**src/rtl/lsu_pkg.sv**
```systemverilog
// Shared definitions for the load/store unit: opcodes, FSM states, mm write codes
// and small decode helpers.
package lsu_pkg;

    typedef enum logic [2:0] {
        LSU_LB  = 3'd0,
        LSU_LBU = 3'd1,
        LSU_LH  = 3'd2,
        LSU_LHU = 3'd3,
        LSU_LW  = 3'd4,
        LSU_SB  = 3'd5,
        LSU_SH  = 3'd6,
        LSU_SW  = 3'd7
    } lsu_op_e;

    typedef enum logic [1:0] {
        LSU_S_IDLE    = 2'd0,
        LSU_S_ISSUE   = 2'd1,
        LSU_S_CAPTURE = 2'd2
    } lsu_state_e;

    localparam logic [1:0] MM_WR_NONE = 2'd0;
    localparam logic [1:0] MM_WR_B    = 2'd1;
    localparam logic [1:0] MM_WR_HW   = 2'd2;
    localparam logic [1:0] MM_WR_W    = 2'd3;

    function automatic logic is_store(lsu_op_e op);
        return (op == LSU_SB) || (op == LSU_SH) || (op == LSU_SW);
    endfunction

    function automatic logic [2:0] access_size(lsu_op_e op);
        case (op)
            LSU_LB, LSU_LBU, LSU_SB: return 3'd1;
            LSU_LH, LSU_LHU, LSU_SH: return 3'd2;
            default:                 return 3'd4;
        endcase
    endfunction

    function automatic logic [1:0] wr_code(lsu_op_e op);
        case (op)
            LSU_SB:  return MM_WR_B;
            LSU_SH:  return MM_WR_HW;
            LSU_SW:  return MM_WR_W;
            default: return MM_WR_NONE;
        endcase
    endfunction

endpackage

```
**src/rtl/lsu_extract.sv**
```systemverilog
// Combinational load-data formatter: reorders the mm read word (lowest address in
// the top byte) into a little-endian value and sign/zero extends per opcode.
module lsu_extract
    import lsu_pkg::*;
(
    input  logic [2:0]  op,
    input  logic [31:0] data,
    output logic [31:0] result
);

    logic [7:0] b0, b1, b2, b3;

    assign b0 = data[31:24];
    assign b1 = data[23:16];
    assign b2 = data[15:8];
    assign b3 = data[7:0];

    always_comb begin
        result = '0;
        case (lsu_op_e'(op))
            LSU_LB:  result = {{24{b0[7]}}, b0};
            LSU_LBU: result = {24'd0, b0};
            LSU_LH:  result = {{16{b1[7]}}, b1, b0};
            LSU_LHU: result = {16'd0, b1, b0};
            LSU_LW:  result = {b3, b2, b1, b0};
            default: result = '0;
        endcase
    end

endmodule

```
**src/rtl/lsu.sv**
```systemverilog
// Load/store unit in front of main memory: one request at a time, sized stores,
// registered-latency loads, and fault reporting for misaligned/out-of-range access.
module lsu
    import lsu_pkg::*;
#(
    parameter int unsigned MEM_BYTES = 256
) (
    input  logic        CLK,
    input  logic        RST,
    input  logic        REQ,
    input  logic [2:0]  OP,
    input  logic [31:0] ADDR,
    input  logic [31:0] WDATA,
    output logic        BUSY,
    output logic        DONE,
    output logic        FAULT,
    output logic [31:0] RDATA,
    output logic [31:0] MM_ADDR,
    output logic [1:0]  MM_WR,
    output logic [31:0] MM_D_IN,
    input  logic [31:0] MM_D_OUT
);

    lsu_state_e  state_q, state_d;
    lsu_op_e     op_q, op_d;
    logic        busy_q, done_q, done_d, fault_q, fault_d;
    logic [31:0] rdata_q, rdata_d, addr_q, addr_d, din_q, din_d;
    logic [1:0]  wr_q, wr_d;

    lsu_op_e     op_in;
    logic [2:0]  size_in;
    logic [32:0] last_byte;
    logic        misaligned, out_of_range;
    logic [31:0] load_result;

    assign op_in   = lsu_op_e'(OP);
    assign size_in = access_size(op_in);

    // 33-bit sum so addresses near 2^32 cannot wrap back into range.
    assign last_byte    = {1'b0, ADDR} + {30'd0, size_in} - 33'd1;
    assign out_of_range = last_byte > 33'(MEM_BYTES - 1);
    assign misaligned   = ((size_in == 3'd2) && ADDR[0]) ||
                          ((size_in == 3'd4) && (ADDR[1:0] != 2'b00));

    lsu_extract u_extract (
        .op     (op_q),
        .data   (MM_D_OUT),
        .result (load_result)
    );

    always_comb begin
        state_d = state_q;
        op_d    = op_q;
        addr_d  = addr_q;
        din_d   = din_q;
        rdata_d = rdata_q;
        wr_d    = MM_WR_NONE;
        done_d  = 1'b0;
        fault_d = 1'b0;
        case (state_q)
            LSU_S_IDLE: begin
                if (REQ) begin
                    if (misaligned || out_of_range) begin
                        done_d  = 1'b1;
                        fault_d = 1'b1;
                    end else begin
                        addr_d  = ADDR;
                        op_d    = op_in;
                        state_d = LSU_S_ISSUE;
                        if (is_store(op_in)) begin
                            din_d = WDATA;
                            wr_d  = wr_code(op_in);
                        end
                    end
                end
            end
            LSU_S_ISSUE: begin
                if (is_store(op_q)) begin
                    done_d  = 1'b1;
                    state_d = LSU_S_IDLE;
                end else begin
                    state_d = LSU_S_CAPTURE;
                end
            end
            LSU_S_CAPTURE: begin
                rdata_d = load_result;
                done_d  = 1'b1;
                state_d = LSU_S_IDLE;
            end
            default: state_d = LSU_S_IDLE;
        endcase
    end

    always_ff @(posedge CLK or posedge RST) begin
        if (RST) begin
            state_q <= LSU_S_IDLE;
            op_q    <= LSU_LB;
            busy_q  <= 1'b0;
            done_q  <= 1'b0;
            fault_q <= 1'b0;
            rdata_q <= '0;
            addr_q  <= '0;
            din_q   <= '0;
            wr_q    <= MM_WR_NONE;
        end else begin
            state_q <= state_d;
            op_q    <= op_d;
            busy_q  <= (state_d != LSU_S_IDLE);
            done_q  <= done_d;
            fault_q <= fault_d;
            rdata_q <= rdata_d;
            addr_q  <= addr_d;
            din_q   <= din_d;
            wr_q    <= wr_d;
        end
    end

    assign BUSY    = busy_q;
    assign DONE    = done_q;
    assign FAULT   = fault_q;
    assign RDATA   = rdata_q;
    assign MM_ADDR = addr_q;
    assign MM_WR   = wr_q;
    assign MM_D_IN = din_q;

endmodule

```
**config.mk**
```make
export PLATFORM = sky130hd
export DESIGN_NAME = lsu
export DESIGN_NICKNAME = d
export VERILOG_FILES = /design/src/rtl/lsu_pkg.sv /design/src/rtl/lsu_extract.sv /design/src/rtl/lsu.sv
export SDC_FILE = /design/constraint.sdc
export NUM_CORES = 1
export LEC_CHECK = 0
export CAP_MARGIN = 0
export CORE_MARGIN = 2
export CORE_UTILIZATION = 70
export DETAILED_ROUTE_END_ITERATION = 10
export DONT_BUFFER_PORTS = 1
export GPL_TIMING_DRIVEN = 1
export HOLD_SLACK_MARGIN = 0.06
export PLACE_DENSITY = 0.86
export SYNTH_ARGS = -nofsm -noshare
export SYNTH_HDL_FRONTEND = slang
export SYNTH_SLANG_ARGS = --single-unit
```
**constraint.sdc**
```tcl
create_clock -name CLK -period 5.9 [get_ports CLK]
set_input_delay 1.18 -clock CLK [delete_from_list [all_inputs] [get_ports CLK]]
set_output_delay 1.18 -clock CLK [all_outputs]
set_load 0.05 [all_outputs]
```
## Word level (Yosys, flattened, before mapping)

Cells that the tools add are included.

- $add $sub $neg: 2
- Order comparisons: 1
- Equal/unequal tests: 17
- Multiplexer cells: 16
- Bitwise operators: 1
- Reductions and logical operators: 17

Operators by type and width:

| operator | count |
|---|---|
| one-hot mux 32 bit (5 select lines) | 1 |
| adder 32 x 3 -> 33 bit | 1 |
| > comparator 33 x 8 -> 1 bit, second input constant | 1 |
| subtractor 33 x 1 -> 33 bit, second input constant | 1 |
| equality test 3 bit, second input constant | 8 |
| equality test 3 x 2 -> 1 bit, second input constant | 5 |
| two-way mux 2 bit | 7 |
| equality test 3 x 1 -> 1 bit, second input constant | 2 |
| zero test 3 bit | 2 |
| logical OR 1 bit | 6 |
| one-hot mux 2 bit (3 select lines) | 1 |
| one-hot mux 3 bit (2 select lines) | 1 |
| OR reduction 3 bit | 2 |
| two-way mux 1 bit | 4 |
| one-hot mux 2 bit (2 select lines) | 1 |
| AND reduction 4 bit | 1 |
| nonzero test 2 bit | 2 |
| one-hot mux 1 bit (3 select lines) | 1 |
| AND reduction 3 bit | 1 |
| equality test 2 x 1 -> 1 bit, second input constant | 1 |
| equality test 2 bit, second input constant | 1 |
| logical AND 1 bit | 2 |
| zero test 2 bit | 1 |
| NOT 1 bit | 1 |

- Register bits after elaboration: 106
- Input bits: 102
- Output and inout bits: 101
- Word-level logic and storage cells: 63

## Longest topological paths before layout

Gate-level depths: netlist of the first run.

- Depth after elaboration: 11
- Depth in mapped cells: 17
- Mapped depth without buffers: 15

## Cells and area by module

A second synthesis of the first run with hierarchy kept.

- Cells, all modules: 697
- Area total of the unflattened synthesis: 7,179.4 sq um

Modules (own cells, without submodules):

| module | times used | cells each | area an instance (sq um) | sequential area each (sq um) |
|---|---|---|---|---|
| lsu | 1 | 625 | 6,556.3 | 2,652.5 |
| lsu_extract | 1 | 72 | 623.1 | 0.0 |

## Least setup slack after synthesis of the first run

Ideal clock, no wire load.

- Path kind: in2reg
- Start point: in OP[2]
- End point: reg din_q[20], in the netlist MM_D_IN[20]
- Setup time: 0.125 ns
- Arrival time: 4.941 ns
- Data required time: 5.775 ns
- Slack: 0.835 ns
- Stages on the path: 17
- Path buffers: 2
- Path through: nand2_1 -> nand2_1 -> ha_1 -> inv_1 -> ha_1 -> fa_1 -> a211oi_1 -> o21ai_0 -> a211o_1 -> a21o_1 -> a2111oi_0 -> nand4_1 -> nor4_4 -> and3_2 -> buf_6 -> buf_8 -> mux2_2

- Word-level cells in the longest chain between the ends: 9
- Elaborated cells on any way between the ends: 23
- Classes of those cells: add/sub: 2; order compare: 1; eq/ne: 8; mux: 1; bitwise: 1; reduce/logical: 10

Ends and longest elaborated chain:

| what | line | RTL |
|---|---|---|
| start: declaration | lsu.sv:11 | `input logic [2:0] OP,` |
| equality test 3 bit, or another cell as far along | lsu_pkg.sv:28, lsu_pkg.sv:32 |  |
| OR reduction 3 bit | lsu_pkg.sv:32 | `case (op)` |
| one-hot mux 3 bit (2 select lines) | lsu_pkg.sv:32 |  |
| adder 32 x 3 -> 33 bit, or another cell as far along | lsu.sv:40 | `assign last_byte = {1'b0, ADDR} + {30'd0, size_in} - 33'd1;` |
| subtractor 33 x 1 -> 33 bit, or another cell as far along | lsu.sv:40 |  |
| > comparator 33 x 8 -> 1 bit or logical OR 1 bit (tied branches) | lsu.sv:41, lsu.sv:42 |  |
| logical OR 1 bit | lsu.sv:63 | `if (misaligned \|\| out_of_range) begin` |
| NOT 1 bit (no line) | - |  |
| AND reduction 4 bit (no line) * | - |  |
| end signal: assignment | lsu.sv:113 | `din_q <= din_d;` |
| end: declaration | lsu.sv:27 | `logic [31:0] rdata_q, rdata_d, addr_q, addr_d, din_q, din_d;` |

Every way passes the cells marked *; elsewhere a longest branch is shown, timed or not.
A chain may end at the register's enable or synchronous reset.

## Worst setup path after layout of the first run

- Start point: in OP[2]
- End point: reg din_q[25], in the netlist MM_D_IN[25]

The elaborated chain is that of the path after synthesis.

==> summary.md, run 1 <==
| Metric | Value |
|---|---|
| Class of the most critical hold timing path | reg2reg |
| Maximum number of pins on one net before global-route repair | 66 |
| Number of levels in the clock H-tree | 3 |
| Buffers inserted by post-CTS timing repair | 0 |
| Share of final-layout standard cells stronger than drive strength 1 | between 10% and 20% |
| Length of the first detailed-routing pass in iterations | 5 |
| Worst skew pair latency | around 0.37 ns |
| Largest fanout on the critical path | 32 |
| Power per Cell Area | 217 mW/mm² |
| Proportion of synthesized flip-flops having asynchronous set or reset | 100% |
| Worst-margin pin slew | just under 0.8 ns |
| Hold violation total from the final report | 0 |
| Final-layout fill cell count | about 660 |
| Site row count | 35 |
| Final weighted congestion in routability-driven placement | 0.976 |
| Fin crit share | slightly below 90% |
| Count of unresolved DRC violations after routing | 0 |
| Maximum operating frequency | around 190 MHz |
| Post-synth top flop | dfrtp_1 |
| Die footprint | 0.0104 mm² |
| Wire per inst | between 20 and 25 µm |
| Final clock skew | around 0.018 ns |
| Synthesized cell area | approximately 0.0067 mm² |
| Required arrival time at the worst endpoint | just over 6 ns |
| Hold_buf cts | 0 |
| Core footprint | ~0.0092 mm² |
| Post-CTS Resized | 0 |
| Normalized max-slew margin | a little under half |
| Net count after synthesis | just over 800 |
| Max rail drop VDD | 0.132 mV |
| Final setup violating endpoints | 0 |
| Final wirelength | roughly 17 mm |
| Global-route wire length before repair | 26.7 mm |
| Average cell area after synthesis | 9.70 µm² |
| Detailed-route via count | ~5400 |
| Worst path setup slack after routing | between 0.7 and 0.8 ns |
| Remaining Overflow, GRT | 0 |
| Post-route ant nets | 0 |
| Synth Warn # | 0 |
| Initial drt markers | 315 |
| Diode insertion count for antenna repair | 0 |
| Number of enable-type register cells in the synthesized netlist | 0 |
| Setup total negative slack | 0 ns |
| Number of instances in the synthesized netlist | between 600 and 700 |
| Unique cell type count in the Yosys netlist | 79 |
| Time the final worst path needs with I/O delays and setup | 5.17 ns |
| Portion of the post-synthesis area used by sequential elements | about 40% |
| Final-report max-slew violation count | 0 |
| Overall die height | approximately 100 µm |
| Initial standard-cell utilization of the core | between 70% and 80% |
| Deepest clock path buffer count | 2 |
| Detail-routed via count per cell | between 6 and 7 |
| Net count reported at finish | about 820 |
| Number of sinks driven by the clock tree | 106 |
| Place WS | 0.415 ns |
| RSZ-0062 raised after global routing | no |
| TritonCTS clock tree | built |
| Relative area change from synthesis to final layout | 2.45% |
| Initial antenna violation count | 0 |
| Number of global-route vias before repair | between 5000 and 6000 |
| Leakage dissipation | 3.34 nW |
| Arrival time at the worst endpoint | around 5.4 ns |
| Number of buffers inserted during clock tree synthesis | 9 |
| Die X-Extent | 102 µm |
| Clk root buf | clkbuf_8 |
| Global-route usage over all layers | around a third |
| Clock transition at the registers of the reported paths | between 0.1 and 0.15 ns |
| I/O pin count | between 200 and 250 |
| #FFs+latches synth | 106 |
| Critical path endpoint category | flop |
| Run status | completed |
| Port Buffer Count | 0 |
| Maximum capacitance violations | 0 |
| Startpoint kind of the worst setup timing path | primary input |
| DP HPWL | between 10 and 15 mm |
| Class of the most critical setup path | in2reg |
where the power goes:
part | switching, mW | leakage (nW) | internal, mW | total (mW)
sequential | 0.00310 | 1.30 | 0.727 | 0.730
clock | 0.268 | 0.0938 | 0.163 | 0.431
combinational | 0.212 | 1.94 | 0.116 | 0.328
logic make-up after synthesis:
logic type	Yosys count	share of synthesized area [%]
fa+ha+maj	35	6.65
mux	72	12.3
simple gates	175	12.9
flops	106	39.6
buf+inv	82	6.71
compound gates	212	20.8
xor+xnor	8	1.05
critical path, stage by stage:
cell	delay, ns
inv_1	0.04
o21bai_1	0.19
nand2_1	0.08
ha_1	0.27
inv_1	0.07
ha_1	0.29
a211oi_1	0.37
o21ai_1	0.23
a21oi_1	0.47
nor3b_1	0.18
or4_1	0.53
a221o_2	0.38
nor4_4	0.28
and3_2	0.28
buf_12	0.21
mux2_1	0.36
stage by stage:
step	hold slack (ns)	cells	power, mW	instance area (µm²)	util (%)
floorplan	0.570	690	0.995	6700	-
global placement	0.570	796	1.06	6670	72.2
detailed placement	0.582	796	1.06	6670	72.2
CTS	0.617	812	1.49	6850	74.2
global route	0.659	812	1.56	6860	74.2
finish	0.631	812	1.49	6860	74.2
state kept, by name, summed over array words and instances (netlist names):
signal,cells
MM_ADDR,32
MM_WR,2
state_q,2
FAULT,1
op_q,3
BUSY,1
RDATA,32
DONE,1
MM_D_IN,32
cell usage after synthesis (all sizes together) (3+ instances only):
library cell,instances,area (µm²)
dfrtp,106,2650
nand2,89,334
mux2,68,785
a21oi,62,329
o21ai,60,300
inv,52,195
ha,34,425
nor2,22,82.6
clkbuf,17,97.6
nor3,13,65.1
o21a,13,97.6
a211oi,11,82.6
buf,11,135
nand4,10,77.6
o211ai,9,67.6
nand3,6,30.0
a2111oi,5,56.3
a211o,5,47.6
and2,5,33.8
nor4,5,46.3
o22ai,5,31.3
xnor2,5,43.8
mux2i,4,40.0
nand2b,4,25.0
o31ai,4,30.0
or2,4,25.0
or4,4,32.5
a21o,3,22.5
a221o,3,32.5
a31oi,3,18.8
and3,3,22.5
o2111a,3,33.8
o2111ai,3,26.3
or3,3,20.0
xor2,3,26.3
metal layers:
layer / GRT usage (%) / share of wire [%] / wire length (µm) / vias to the layer above
met3: 7.11 / 8.6 / 1470 / 41
met2: 55.3 / 50 / 8560 / 302
met4: 12.7 / 3.2 / 541 / 0
met5: 0 / 0 / 0 / -
li1: - / - / - / 2489
met1: 41.0 / 38 / 6540 / 2575
cell type report:
type                       count  area (µm²)  area share (%)
clock inverter                 6        55.1           0.802
timing repair buffer           7        65.1           0.948
clock buffer                  10         128            1.86
inverter                      52         198            2.88
tap                          129         161            2.35
sequential                   106        2650            38.7
multi-input combinational    502        3600            52.5
placed cells by master, fill, tap and decap left out, types with 4 or more instances in the layout:
master / synthesis / routed
mux2i_1: 4 / 4
dfrtp_1: 106 / 106
clkbuf_8: 3 / 9
nand4_1: 9 / 9
ha_1: 34 / 34
or2_2: 4 / 4
buf_4: 1 / 6
o21ai_0: 57 / 57
xnor2_1: 5 / 5
nor2_1: 22 / 22
nand2b_1: 4 / 4
nand2_1: 89 / 89
nand3_1: 6 / 6
o31ai_1: 4 / 4
o22ai_1: 5 / 5
a21oi_1: 59 / 59
a211oi_1: 11 / 11
mux2_2: 58 / 58
mux2_4: 5 / 5
mux2_1: 5 / 5
o211ai_1: 9 / 9
o21a_1: 13 / 13
inv_1: 52 / 51
nor4_1: 4 / 4
nor3_1: 13 / 13
path summary, 6_finish.rpt:
| path | start | endpoint | slack [ns] | cells past startpoint |
|---|---|---|---|---|
| max | OP[2] | MM_D_IN[25] | 0.73 | 16 |
| max in group asynchronous | RST | op_q[1] | 3.99 | 2 |
| max reg2reg | state_q[0] | MM_D_IN[25] | 4.00 | 6 |
| min | op_q[0] | op_q[0] | 0.63 | 1 |
| min in group asynchronous | RST | MM_D_IN[14] | 0.73 | 1 |
| min reg2reg | op_q[0] | op_q[0] | 0.63 | 1 |
(Power assumes the default switching activity.)
==> run 2: changes to the inputs <==
--- a/config.mk
+++ b/config.mk
@@ -6,7 +6,7 @@
 export NUM_CORES = 1
 export LEC_CHECK = 0
 export CAP_MARGIN = 0
-export CORE_MARGIN = 2
+export CORE_MARGIN = 8
 export CORE_UTILIZATION = 70
 export DETAILED_ROUTE_END_ITERATION = 10
 export DONT_BUFFER_PORTS = 1
==> run 2 against run 1 <==
Sequential share of layout area hardly changed; worst hold slack worse by 0.030 ns; register-to-register slack worse by 0.05 ns; cell area hardly changed; critical path type unchanged.
==> summary.md, run 2 (synthesis gave the netlist of run 1 again) <==
| Metric | Value |
|---|---|
| Global-route layer with the greatest usage | met2 (unchanged) |
| Post-route ant nets | 0 (unchanged) |
| DP HPWL | 14.7 mm (was 13.5 mm) |
| Combinational share of power | 22.4% (was 22.0%) |
| Share of total power in the clock network | 28.6% (was 29.0%) |
| Clock transition at the registers of the reported paths | 0.10 ns (was 0.11 ns) |
| Final total power | 1.49 mW (about the same) |
| Remaining Overflow, GRT | 0 (unchanged) |
| Initial antenna violation count | 0 (unchanged) |
| Run status | completed (unchanged) |
| Wire per inst | 22.7 µm (was 21.1 µm) |
| Startpoint kind of the worst setup timing path | primary input (unchanged) |
| Site row count | 35 (unchanged) |
| Number of buffers inserted during clock tree synthesis | 9 (unchanged) |
| Net count reported at finish | 816 (was 815) |
| Final wirelength | 18.4 mm (was 17.1 mm) |
| I/O pin count | 203 (unchanged) |
| Normalized max-slew margin | 12.2% (was 47.6%) |
| Largest fanout on the critical path | 32 (unchanged) |
| Final-layout fill cell count | 691 (was 657) |
| Global-route usage over all layers | 27.8% (was 32.7%) |
| Fin crit share | 90.5% (was 87.6%) |
| Sequential share of power | 49.0% (about the same) |
| Port Buffer Count | 0 (unchanged) |
| Length of the first detailed-routing pass in iterations | 7 (was 5) |
| Switching power share of the total | 32.1% (was 32.4%) |
| Power per Cell Area | 217 mW/mm² (about the same) |
| Deepest clock path buffer count | 2 (unchanged) |
| Required arrival time at the worst endpoint | 6.15 ns (about the same) |
| Final weighted congestion in routability-driven placement | 0.951 (was 0.976) |
| GRT met2 Usage | 49.2% (was 55.3%) |
| Core footprint | 0.00928 mm² (was 0.00924 mm²) |
| Number of global-route vias before repair | 5430 (was 5319) |
| Final clock skew | 0.0169 ns (was 0.0176 ns) |
| Clk root buf | clkbuf_8 (unchanged) |
| Time the final worst path needs with I/O delays and setup | 5.34 ns (was 5.17 ns) |
| WHS Path Cells | 1 (unchanged) |
| Leading cell types in the layout, fill and taps excluded | 106 x dfrtp_1, 89 x nand2_1, 59 x a21oi_1 (unchanged) |
| Number of sinks driven by the clock tree | 106 (unchanged) |
| Number of levels in the clock H-tree | 3 (unchanged) |
| Share of final-layout standard cells stronger than drive strength 1 | 17.3% (about the same) |
| Initial drt markers | 434 (was 315) |
| Buffers inserted by post-CTS timing repair | 0 (unchanged) |
| Internal portion of total power | 1.01 mW (about the same) |
| Critical path endpoint category | flop (unchanged) |
| Maximum capacitance violations | 0 (unchanged) |
| Maximum number of pins on one net before global-route repair | 69 (was 66) |
| Die X-Extent | 114 µm (was 102 µm) |
| Setup total negative slack | 0 ns (unchanged) |
| Hold_buf cts | 0 (unchanged) |
| RSZ-0062 raised after global routing | no (unchanged) |
| Max rail drop VDD | 0.126 mV (was 0.132 mV) |
| Detail-routed via count per cell | 6.63 (was 6.66) |
| Met3 usage in global routing | 8.24% (was 7.11%) |
| Worst skew pair latency | 0.37 ns (about the same) |
| Detailed-route via count | 5391 (was 5407) |
| Most frequent standard cell in the layout excluding fill and tap cells | dfrtp_1 (unchanged) |
| TritonCTS clock tree | built (unchanged) |
| Relative area change from synthesis to final layout | 2.50% (was 2.45%) |
| Initial standard-cell utilization of the core | 72.1% (was 72.5%) |
| Smallest hold slack | 0.601 ns (was 0.631 ns) |
| Die footprint | 0.0130 mm² (was 0.0104 mm²) |
| Final setup violating endpoints | 0 (unchanged) |
| Class of the most critical setup path | in2reg (unchanged) |
| Net switching power | 0.479 mW (was 0.483 mW) |
| Final-report max-slew violation count | 0 (unchanged) |
| Post-CTS Resized | 0 (unchanged) |
| Global-route wire length before repair | 28.6 mm (was 26.7 mm) |
| Count of unresolved DRC violations after routing | 0 (unchanged) |
| Class of the most critical hold timing path | reg2reg (unchanged) |
| Diode insertion count for antenna repair | 0 (unchanged) |
| Leakage dissipation | 3.34 nW (about the same) |
| Hold violation total from the final report | 0 (unchanged) |
| Overall die height | 114 µm (was 102 µm) |
| Worst-margin pin slew | 1.30 ns (was 0.783 ns) |
| Arrival time at the worst endpoint | 5.59 ns (was 5.42 ns) |
| Depth of the worst register-to-register path | 3 (was 6) |
| Grt met1 use | 30.6% (was 41.0%) |
| Maximum operating frequency | 187 MHz (was 193 MHz) |
run 2: cell count changes in the layout (fill, tap and decap cells not counted), sizes merged:
cell  delta
buf      +1
run 2: layout make-up:
type | instances | area, µm² | share of cell area [%]
flip-flops and latches | 106 | 2650 | 38.6
well taps | 129 | 161 | 2.35
clock inverters | 6 | 57.6 | 0.838
repair buffers | 8 | 72.6 | 1.06
clock buffers | 10 | 128 | 1.86
multi-input cells | 502 | 3590 | 52.4
inverters | 52 | 198 | 2.88
run 2: worst paths after layout:
check | start | end | slack [ns]
max | OP[2] | MM_D_IN[14] | 0.56
min | op_q[0] | op_q[0] | 0.60
max reg2reg | op_q[1] | RDATA[8] | 3.95
min reg2reg | op_q[0] | op_q[0] | 0.60
max in group asynchronous | RST | MM_ADDR[5] | 4.02
min in group asynchronous | RST | MM_D_IN[11] | 0.68
run 2: power by group through the flow:
| stage | Sequential (mW) | Combinational (mW) | Clock (mW) |
|---|---|---|---|
| after floorplan | 0.744 | 0.251 | 0 |
| after global placement | 0.744 | 0.317 | 0 |
| after detailed placement | 0.744 | 0.323 | 0 |
| after CTS | 0.730 | 0.326 | 0.434 |
| after global routing | 0.730 | 0.363 | 0.462 |
| final | 0.730 | 0.333 | 0.426 |
run 2: metrics by stage:
| stage | worst slack, ns | cells | instance area, µm² | utilization (%) |
|---|---|---|---|---|
| floorplan | 0.835 | 690 | 6700 | - |
| global placement | 0.570 | 797 | 6680 | 71.9 |
| detailed placement | 0.329 | 797 | 6680 | 71.9 |
| CTS | 0.616 | 813 | 6860 | 73.9 |
| global route | 0.402 | 813 | 6860 | 73.9 |
| finish | 0.558 | 813 | 6860 | 73.9 |
run 2: critical path, stage by stage:
cell and delay (ns):
inv_1 0.05, o21bai_1 0.20, nand2_1 0.10, ha_1 0.30, inv_1 0.07, fa_1 0.42, a211oi_1 0.53, o21ai_0 0.23
a211o_1 0.34, a21o_1 0.21, a2111oi_0 0.46, nand4_1 0.23, nor4_4 0.41, and3_2 0.28, buf_12 0.20, mux2_2 0.37
run 2: per-layer routing:
| layer | vias to the layer above | part of all wire, % |
|---|---|---|
| met4 | 0 | 2.8 |
| met2 | 291 | 51 |
| met1 | 2570 | 36 |
| met5 | - | 0 |
| li1 | 2482 | - |
| met3 | 48 | 10 |
